$ cat src/rtl/vga_mode_ctrl.sv
// vga_mode_ctrl: applies requested video modes to the blanking generator only on
// frame boundaries, and forces blanking while sync is missing or new timing settles.
// Optional feature: define VGA_MODE_CTRL_DEBOUNCE_EN to filter the mode request through
// a stability debouncer (DEBOUNCE_CYCLES); the default build uses the raw request.
module vga_mode_ctrl #(
    parameter int unsigned SETTLE_FRAMES  = 2,
    parameter int unsigned TIMEOUT_CYCLES = 1048575
`ifdef VGA_MODE_CTRL_DEBOUNCE_EN
    ,
    parameter int unsigned DEBOUNCE_CYCLES = 1024
`endif
) (
    input  logic       clk,
    input  logic       reset,
    input  logic       pix_start,
    input  logic       ds80_req,
    input  logic [1:0] screen_mode_req,
    output logic       ds80,
    output logic [1:0] screen_mode,
    output logic       force_blank,
    output logic       locked,
    output logic       mode_changed
);

    localparam int unsigned TW = (TIMEOUT_CYCLES > 0) ? $clog2(TIMEOUT_CYCLES + 1) : 1;
    localparam int unsigned FW = (SETTLE_FRAMES > 1) ? $clog2(SETTLE_FRAMES) : 1;

    typedef enum logic [1:0] {StNoSync, StSettle, StRun, StPending} state_e;

    state_e          state_q, state_d;
    logic [2:0]      act_q, act_d;
    logic [FW-1:0]   frame_cnt_q, frame_cnt_d;
    logic [TW-1:0]   to_cnt_q;
    logic            prev_pix_start_q;
    logic            force_blank_q, force_blank_d;
    logic            locked_q, locked_d;
    logic            mode_changed_q, mode_changed_d;
    logic [2:0]      req;
    logic            fs;
    logic            to;

    assign fs = pix_start & ~prev_pix_start_q;
    // A frame start on the same cycle as expiry keeps sync alive.
    assign to = (to_cnt_q == TW'(TIMEOUT_CYCLES)) & ~fs;

`ifdef VGA_MODE_CTRL_DEBOUNCE_EN
    localparam int unsigned DW = $clog2(DEBOUNCE_CYCLES + 1);

    logic [2:0]    raw;
    logic [2:0]    raw_q;
    logic [2:0]    req_q;
    logic [DW-1:0] stab_q;

    assign raw = {ds80_req, screen_mode_req};

    // Request debouncer: copy the input only once it has held still long enough.
    always_ff @(posedge clk) begin
        if (reset) begin
            raw_q  <= 3'b000;
            req_q  <= 3'b000;
            stab_q <= '0;
        end else begin
            raw_q <= raw;
            if (raw != raw_q) begin
                stab_q <= '0;
            end else if (stab_q != DW'(DEBOUNCE_CYCLES)) begin
                stab_q <= stab_q + 1'b1;
            end
            if (stab_q == DW'(DEBOUNCE_CYCLES)) begin
                req_q <= raw_q;
            end
        end
    end

    assign req = req_q;
`else
    assign req = {ds80_req, screen_mode_req};
`endif

    // Frame-edge detector and saturating sync-loss timer.
    always_ff @(posedge clk) begin
        if (reset) begin
            prev_pix_start_q <= 1'b0;
            to_cnt_q         <= '0;
        end else begin
            prev_pix_start_q <= pix_start;
            if (fs) begin
                to_cnt_q <= '0;
            end else if (to_cnt_q != TW'(TIMEOUT_CYCLES)) begin
                to_cnt_q <= to_cnt_q + 1'b1;
            end
        end
    end

    // State register together with the registered outputs.
    always_ff @(posedge clk) begin
        if (reset) begin
            state_q        <= StNoSync;
            act_q          <= 3'b000;
            frame_cnt_q    <= '0;
            force_blank_q  <= 1'b1;
            locked_q       <= 1'b0;
            mode_changed_q <= 1'b0;
        end else begin
            state_q        <= state_d;
            act_q          <= act_d;
            frame_cnt_q    <= frame_cnt_d;
            force_blank_q  <= force_blank_d;
            locked_q       <= locked_d;
            mode_changed_q <= mode_changed_d;
        end
    end

    // Next-state logic; the applied mode only moves on a frame start.
    always_comb begin
        state_d        = state_q;
        act_d          = act_q;
        frame_cnt_d    = frame_cnt_q;
        mode_changed_d = 1'b0;
        unique case (state_q)
            StNoSync: begin
                if (fs) begin
                    act_d          = req;
                    mode_changed_d = (req != act_q);
                    frame_cnt_d    = '0;
                    state_d        = StSettle;
                end
            end
            StSettle: begin
                if (fs) begin
                    if (req != act_q) begin
                        act_d          = req;
                        mode_changed_d = 1'b1;
                        frame_cnt_d    = '0;
                    end else if (frame_cnt_q == FW'(SETTLE_FRAMES - 1)) begin
                        state_d = StRun;
                    end else begin
                        frame_cnt_d = frame_cnt_q + 1'b1;
                    end
                end else if (to) begin
                    state_d = StNoSync;
                end
            end
            StRun: begin
                if (to) begin
                    state_d = StNoSync;
                end else if (req != act_q) begin
                    state_d = StPending;
                end
            end
            StPending: begin
                if (fs) begin
                    if (req != act_q) begin
                        act_d          = req;
                        mode_changed_d = 1'b1;
                        frame_cnt_d    = '0;
                        state_d        = StSettle;
                    end else begin
                        state_d = StRun;
                    end
                end else if (to) begin
                    state_d = StNoSync;
                end else if (req == act_q) begin
                    state_d = StRun;
                end
            end
            default: state_d = StNoSync;
        endcase
    end

    // Blank/lock decoded from next state so they line up with the state register.
    always_comb begin
        force_blank_d = 1'b1;
        locked_d      = 1'b0;
        if (state_d == StRun || state_d == StPending) begin
            force_blank_d = 1'b0;
            locked_d      = 1'b1;
        end
    end

    assign ds80         = act_q[2];
    assign screen_mode  = act_q[1:0];
    assign force_blank  = force_blank_q;
    assign locked       = locked_q;
    assign mode_changed = mode_changed_q;

endmodule

$ cat config.mk
export PLATFORM = sky130hd
export DESIGN_NAME = vga_mode_ctrl
export DESIGN_NICKNAME = d
export VERILOG_FILES = /design/src/rtl/vga_mode_ctrl.sv
export SDC_FILE = /design/constraint.sdc
export NUM_CORES = 1
export LEC_CHECK = 0
export CELL_PAD_IN_SITES_DETAIL_PLACEMENT = 1
export CELL_PAD_IN_SITES_GLOBAL_PLACEMENT = 1
export CORE_MARGIN = 1.5
export CORE_UTILIZATION = 34
export CTS_CLUSTER_SIZE = 40
export DETAILED_ROUTE_END_ITERATION = 7
export PLACE_DENSITY_LB_ADDON = 0.12
export SLEW_MARGIN = 20
export SYNTH_ARGS = -nofsm -noshare
export SYNTH_HDL_FRONTEND = slang
export SYNTH_SLANG_ARGS = --single-unit
$ cat constraint.sdc
create_clock -name clk -period 2.1 [get_ports clk]
set_input_delay 0.315 -clock clk [delete_from_list [all_inputs] [get_ports clk]]
set_output_delay 0.315 -clock clk [all_outputs]
set_load 0.1 [all_outputs]
# Word level (Yosys, flattened, before mapping)
# Index checks and enable logic that the tools add are counted.
# totals
register_bits	30
inputBits	6
# op_classes
add_sub_neg	2
n_eq_ne	15
n_mux	29
n_bitwise	4
reduce_logical	8
# ops
cell	count
2-to-1 mux 2 bit	11
adder 20 x 1 -> 20 bit, second input constant	1
equality test 20 bit, second input constant	1
inequality test 20 bit, second input constant	1
2-to-1 mux 1 bit	11
2-to-1 mux 3 bit	3
equality test 2 bit, second input constant	4
inequality test 2 bit, second input constant	4
one-hot mux 2 bit (4 select lines)	1
one-hot mux 3 bit (2 select lines)	1
AND reduction 5 bit	1
inequality test 2 x 1 -> 1 bit, second input constant	2
AND reduction 4 bit	1
OR reduction 2 bit	2
equality test 3 bit	1
inequality test 3 bit	1
one-hot mux 1 bit (3 select lines)	1
nonzero test 3 bit	1
AND 1 bit	2
equality test 2 x 1 -> 1 bit, second input constant	1
logical NOT 2 bit	1
inverter 1 bit	2
one-hot mux 1 bit (2 select lines)	1
nonzero test 2 bit	1
2 further kinds	2

# Longest topological paths before layout
# Gate-level depths: netlist of the first run.
# logic_depth
word_depth	10
mapped_depth	5
mapped_depth_nobuf	5

# Least setup slack after synthesis of the first run
# Ideal clock, no wire load.
# synth_timing
kind	reg-to-reg
start	register act_q[0]
end	register act_q[0]
setup_ps	133
arrival_time_ps	1795
required_time_ps	1967
setup_slack_ps	172
stages_incl_launch_ff	5
n_path_buf	0
synth_period_minus_slack_ps	1928
cell_sequence	dfxtp_1 > xor2_1 > nor3_1 > a21oi_1 > mux2i_1
# synth_between
elab_chain_len	3
# synth_lines
element	line_no	text
start, declared	31	logic [2:0] act_q, act_d;
start signal, assigned	106	act_q <= act_d;
inequality test 3 bit	131, 153	
inequality test 2 x 1 -> 1 bit (no source line)	--	
AND reduction 4 bit (no source line)	--	
# No other way between the ends.
# A chain may end at the register's enable or synchronous reset.

# Worst setup path after layout of the first run
# layout_timing
start	register to_cnt_q[0]
end	register state_q[1]
# layout_between
elab_chain_len	5
word_cells_on_any_way	8
cone_classes	eq/ne (1); mux (6); bitwise (1)
# layout_lines
element	line_no	text
start, declared	33	logic [TW-1:0] to_cnt_q;
start signal, assigned	90	to_cnt_q <= to_cnt_q + 1'b1;
equality test 20 bit *	44	assign to = (to_cnt_q == TW'(TIMEOUT_CYCLES)) & ~fs;
AND 1 bit *	44	
2-to-1 mux 2 bit, on equally long branches	161, 140	
2-to-1 mux 2 bit, on equally long branches	152, 130	
one-hot mux 2 bit (4 select lines) *	120	unique case (state_q)
end signal, assigned	98	state_q <= StNoSync;
end signal, assigned	105	state_q <= state_d;
end, declared	30	state_e state_q, state_d;
# Mark *: on every way between the ends. The rest lies on a longest branch, timed or not.

==> results.sh, run 1 <==
export IMPL_synth_edff_count=0
export IMPL_clock_path_buffers=2
export IMPL_num_nets_final=202
export IMPL_cp_slowest_cell="or4_4"
export IMPL_num_vias=1432
export IMPL_multi_input_area_um2=878
export IMPL_muxShareOfSynthArea=0.0333
export IMPL_grt_max_degree=13
export IMPL_first_pass_iters=4
export IMPL_syn_instance_count=171
export IMPL_final_util=0.431
export IMPL_holdBufCountCts=0
export IMPL_numPlacedInstances=240
export IMPL_cp_slowest_stage_delay_ns=0.53
export IMPL_crit_path_start_kind="register"
export IMPL_hold_depth=1
export IMPL_yosys_warnings=0
export IMPL_hold_end="to_cnt_q[9]"
export IMPL_fp_row_count=24
export IMPL_fin_hold_ws_ns=0.500
export IMPL_synthAdderAreaFrac=0.00831
export IMPL_portBuffers=11
export IMPL_finalHoldViolCount=0
export IMPL_fmax_mhz=520
export IMPL_io_pins=12
export IMPL_synth_ff_type="dfxtp_1"
export IMPL_synth_cell_types=46
export IMPL_r2r_cells=5
export IMPL_avgSynthCellArea_um2=8.80
export IMPL_drv_slew=0
export IMPL_drtIter0Drc=47
export IMPL_finalWorstSetupSlack_ns=0.178
export IMPL_p_per_area_nw_per_um2=707
export IMPL_synth_xor_area_share=0.0175
export IMPL_wl_mm=4.20
export IMPL_worstReg2RegStart="to_cnt_q[0]"
export IMPL_nFillCells=520
export IMPL_clockRootBuffer="clkbuf_8"
export IMPL_dieArea_um2=4840
export IMPL_hp_class="register to register"
export IMPL_drive_above_1_share=0.173
export IMPL_critical_path_required_ns=2.25
export IMPL_grt_pass1_wl_mm=7.33
export IMPL_pre_cts_ws_ns=0.161
export IMPL_cts_setup_buffers=0
export IMPL_async_flop_share=0
export IMPL_synth_top_family_by_area="simple AND/OR/NAND/NOR gates"
export IMPL_r2r_end="state_q[1]"
export IMPL_synth_top_cell_by_area="dfxtp_1"
export IMPL_final_common_cell="dfxtp_1"
export IMPL_htreeDepth=2
export IMPL_synth_compound_area_frac=0.190
export IMPL_relSlewSlack=0.663
export IMPL_worstMarginPinSlew_ns=0.501
export IMPL_path_clk_slew_ns=0.06
export IMPL_grt_ovfl_total=0
export IMPL_grtUsageTotal=0.190
export IMPL_synth_seq_area_share=0.386
export IMPL_gp_congestion=0.761
export IMPL_die_h_um=69.5
export IMPL_yosysTopAreaCellShare=0.386
export IMPL_dpl_hpwl_mm=3.17
export IMPL_core_um2=4290
export IMPL_min_from="to_cnt_q[9]"
export IMPL_start_util=0.351
export IMPL_ctsResizeCount=0
export IMPL_crit_path_cell_trace="ha_1, nand3_1, or4_4, o311ai_2, a211oi_1"
export IMPL_synth_seq_cells=29
export IMPL_crit_path_max_fanout=6
export IMPL_register_area_um2=581
export IMPL_min_period_ns=1.92
export IMPL_final_cells=248
export IMPL_antenna_found_initial=0
export IMPL_routedWlPerCell_um=16.9
export IMPL_drc=0
export IMPL_rsz0062_at_grt="no"
export IMPL_drv_cap=0
export IMPL_arrival_ns=2.07
export IMPL_most_common_layout_cells="29 x dfxtp_1, 19 x buf_4, 14 x nor3_1, 13 x nand2_1, 9 x nand4_1"
export IMPL_end_kind="register"
export IMPL_clk_latency_ns=0.28
export IMPL_cts_sinks=29
export IMPL_synthSimpleGateAreaFrac=0.334
export IMPL_reg2reg_slack_ns=0.18
export IMPL_path_class="register to register"
export IMPL_p_leak_nw=0.640
export IMPL_netlist_top_cells_area="dfxtp_1 39%, nor3_1 4.7%, nand4_1 3.7%"
export IMPL_status="completed"
export IMPL_cts_buffers=5
export IMPL_area_growth_pct=23.0
export IMPL_fin_crit_sh=0.915
export IMPL_antenna_cells=0
export IMPL_cts_tree="built"
export IMPL_die_w_um=69.5
export IMPL_syn_nets=178
export IMPL_setup_violations=0
export IMPL_finalSetupTns_ns=0
export IMPL_clock_skew_ns=0.00318
export IMPL_synthesis_area_um2=1510
export IMPL_peakVddDrop_uv=330
export IMPL_viasPerCell=5.77
export IMPL_antenna_left=0
export IMPL_grt_pass1_vias=1487
[area by class of cell]
cell class | count | share of cell area
Clock buffer | 7 | 0.0466
Inverter | 5 | 0.0101
Tap cell | 52 | 0.0351
Sequential cell | 29 | 0.314
Clock inverter | 1 | 0.0162
Timing Repair Buffer | 24 | 0.104
Multi-Input combinational cell | 130 | 0.474
[synth_stat cells (5+ instances only)]
library cell  number
nor3_1            14
dfxtp_1           29
nand2_1           13
clkbuf_1           6
a21oi_1            5
mux2i_1            5
nand2b_1           6
nand4_1            9
nand3_1            6
o21ai_0            6
a31oi_1            6
a211oi_1           5
nor2_1             5
inv_1              5
[power breakdown]
group	internal, mW	switching (mW)
clock	0.386	0.217
combinational	0.0488	0.0821
sequential	0.562	0.0118
total	0.997	0.311
[routing by layer]
layer	wire length, um	GRT usage	vias to the layer above
met2	2020	0.317	18
li1	-	-	707
met4	91	0.0697	0
met5	0	0	-
met3	104	0.0451	8
met1	1980	0.237	699
[per-stage QoR]
stage	power (mW)	cell area, um^2
6_report	1.31	1850
2_1_floorplan	0.668	1510
4_1_cts	1.33	1850
3_5_place_dp	0.717	1740
5_1_grt	1.36	1850
3_3_place_gp	0.713	1740
[flip-flops by register name (all words and copies together) (netlist names)]
| name | count |
|---|---|
| force_blank | 1 |
| to_cnt_q | 20 |
| prev_pix_start_q | 1 |
| frame_cnt_q | 1 |
| state_q | 2 |
| act_q | 3 |
| mode_changed | 1 |
[worst max path at each step]
stage	from	to	slack [ns]	cells after the start
floorplan	act_q[0]	act_q[0]	0.17	4
global placement	screen_mode_req[0]	force_blank	0.22	6
detailed placement	to_cnt_q[0]	state_q[1]	0.16	5
CTS	to_cnt_q[0]	state_q[1]	0.15	5
global route	to_cnt_q[0]	state_q[1]	0.08	5
finish	to_cnt_q[0]	state_q[1]	0.18	5
[cells by family after synthesis]
logic type,after synthesis
compound gates,40
xor+xnor,3
buf+inv,12
mux,5
flops,29
simple gates,81
fa+ha+maj,1
[worst max-delay path, delay by kind of cell (launching register included)]
| family | cells | cell delay [ns] |
|---|---|---|
| flops | 1 | 0.41 |
| fa+ha+maj | 1 | 0.24 |
| simple gates | 2 | 0.74 |
| compound gates | 2 | 0.41 |
Power figures use the tool's default switching activity.
==> run 2, diff against run 1 <==
Settings changed: ABC_CLOCK_PERIOD_IN_PS from default to 2100.
==> results of run 2 <==
The final DEF is identical to that of run 1; final timing and power are the same.
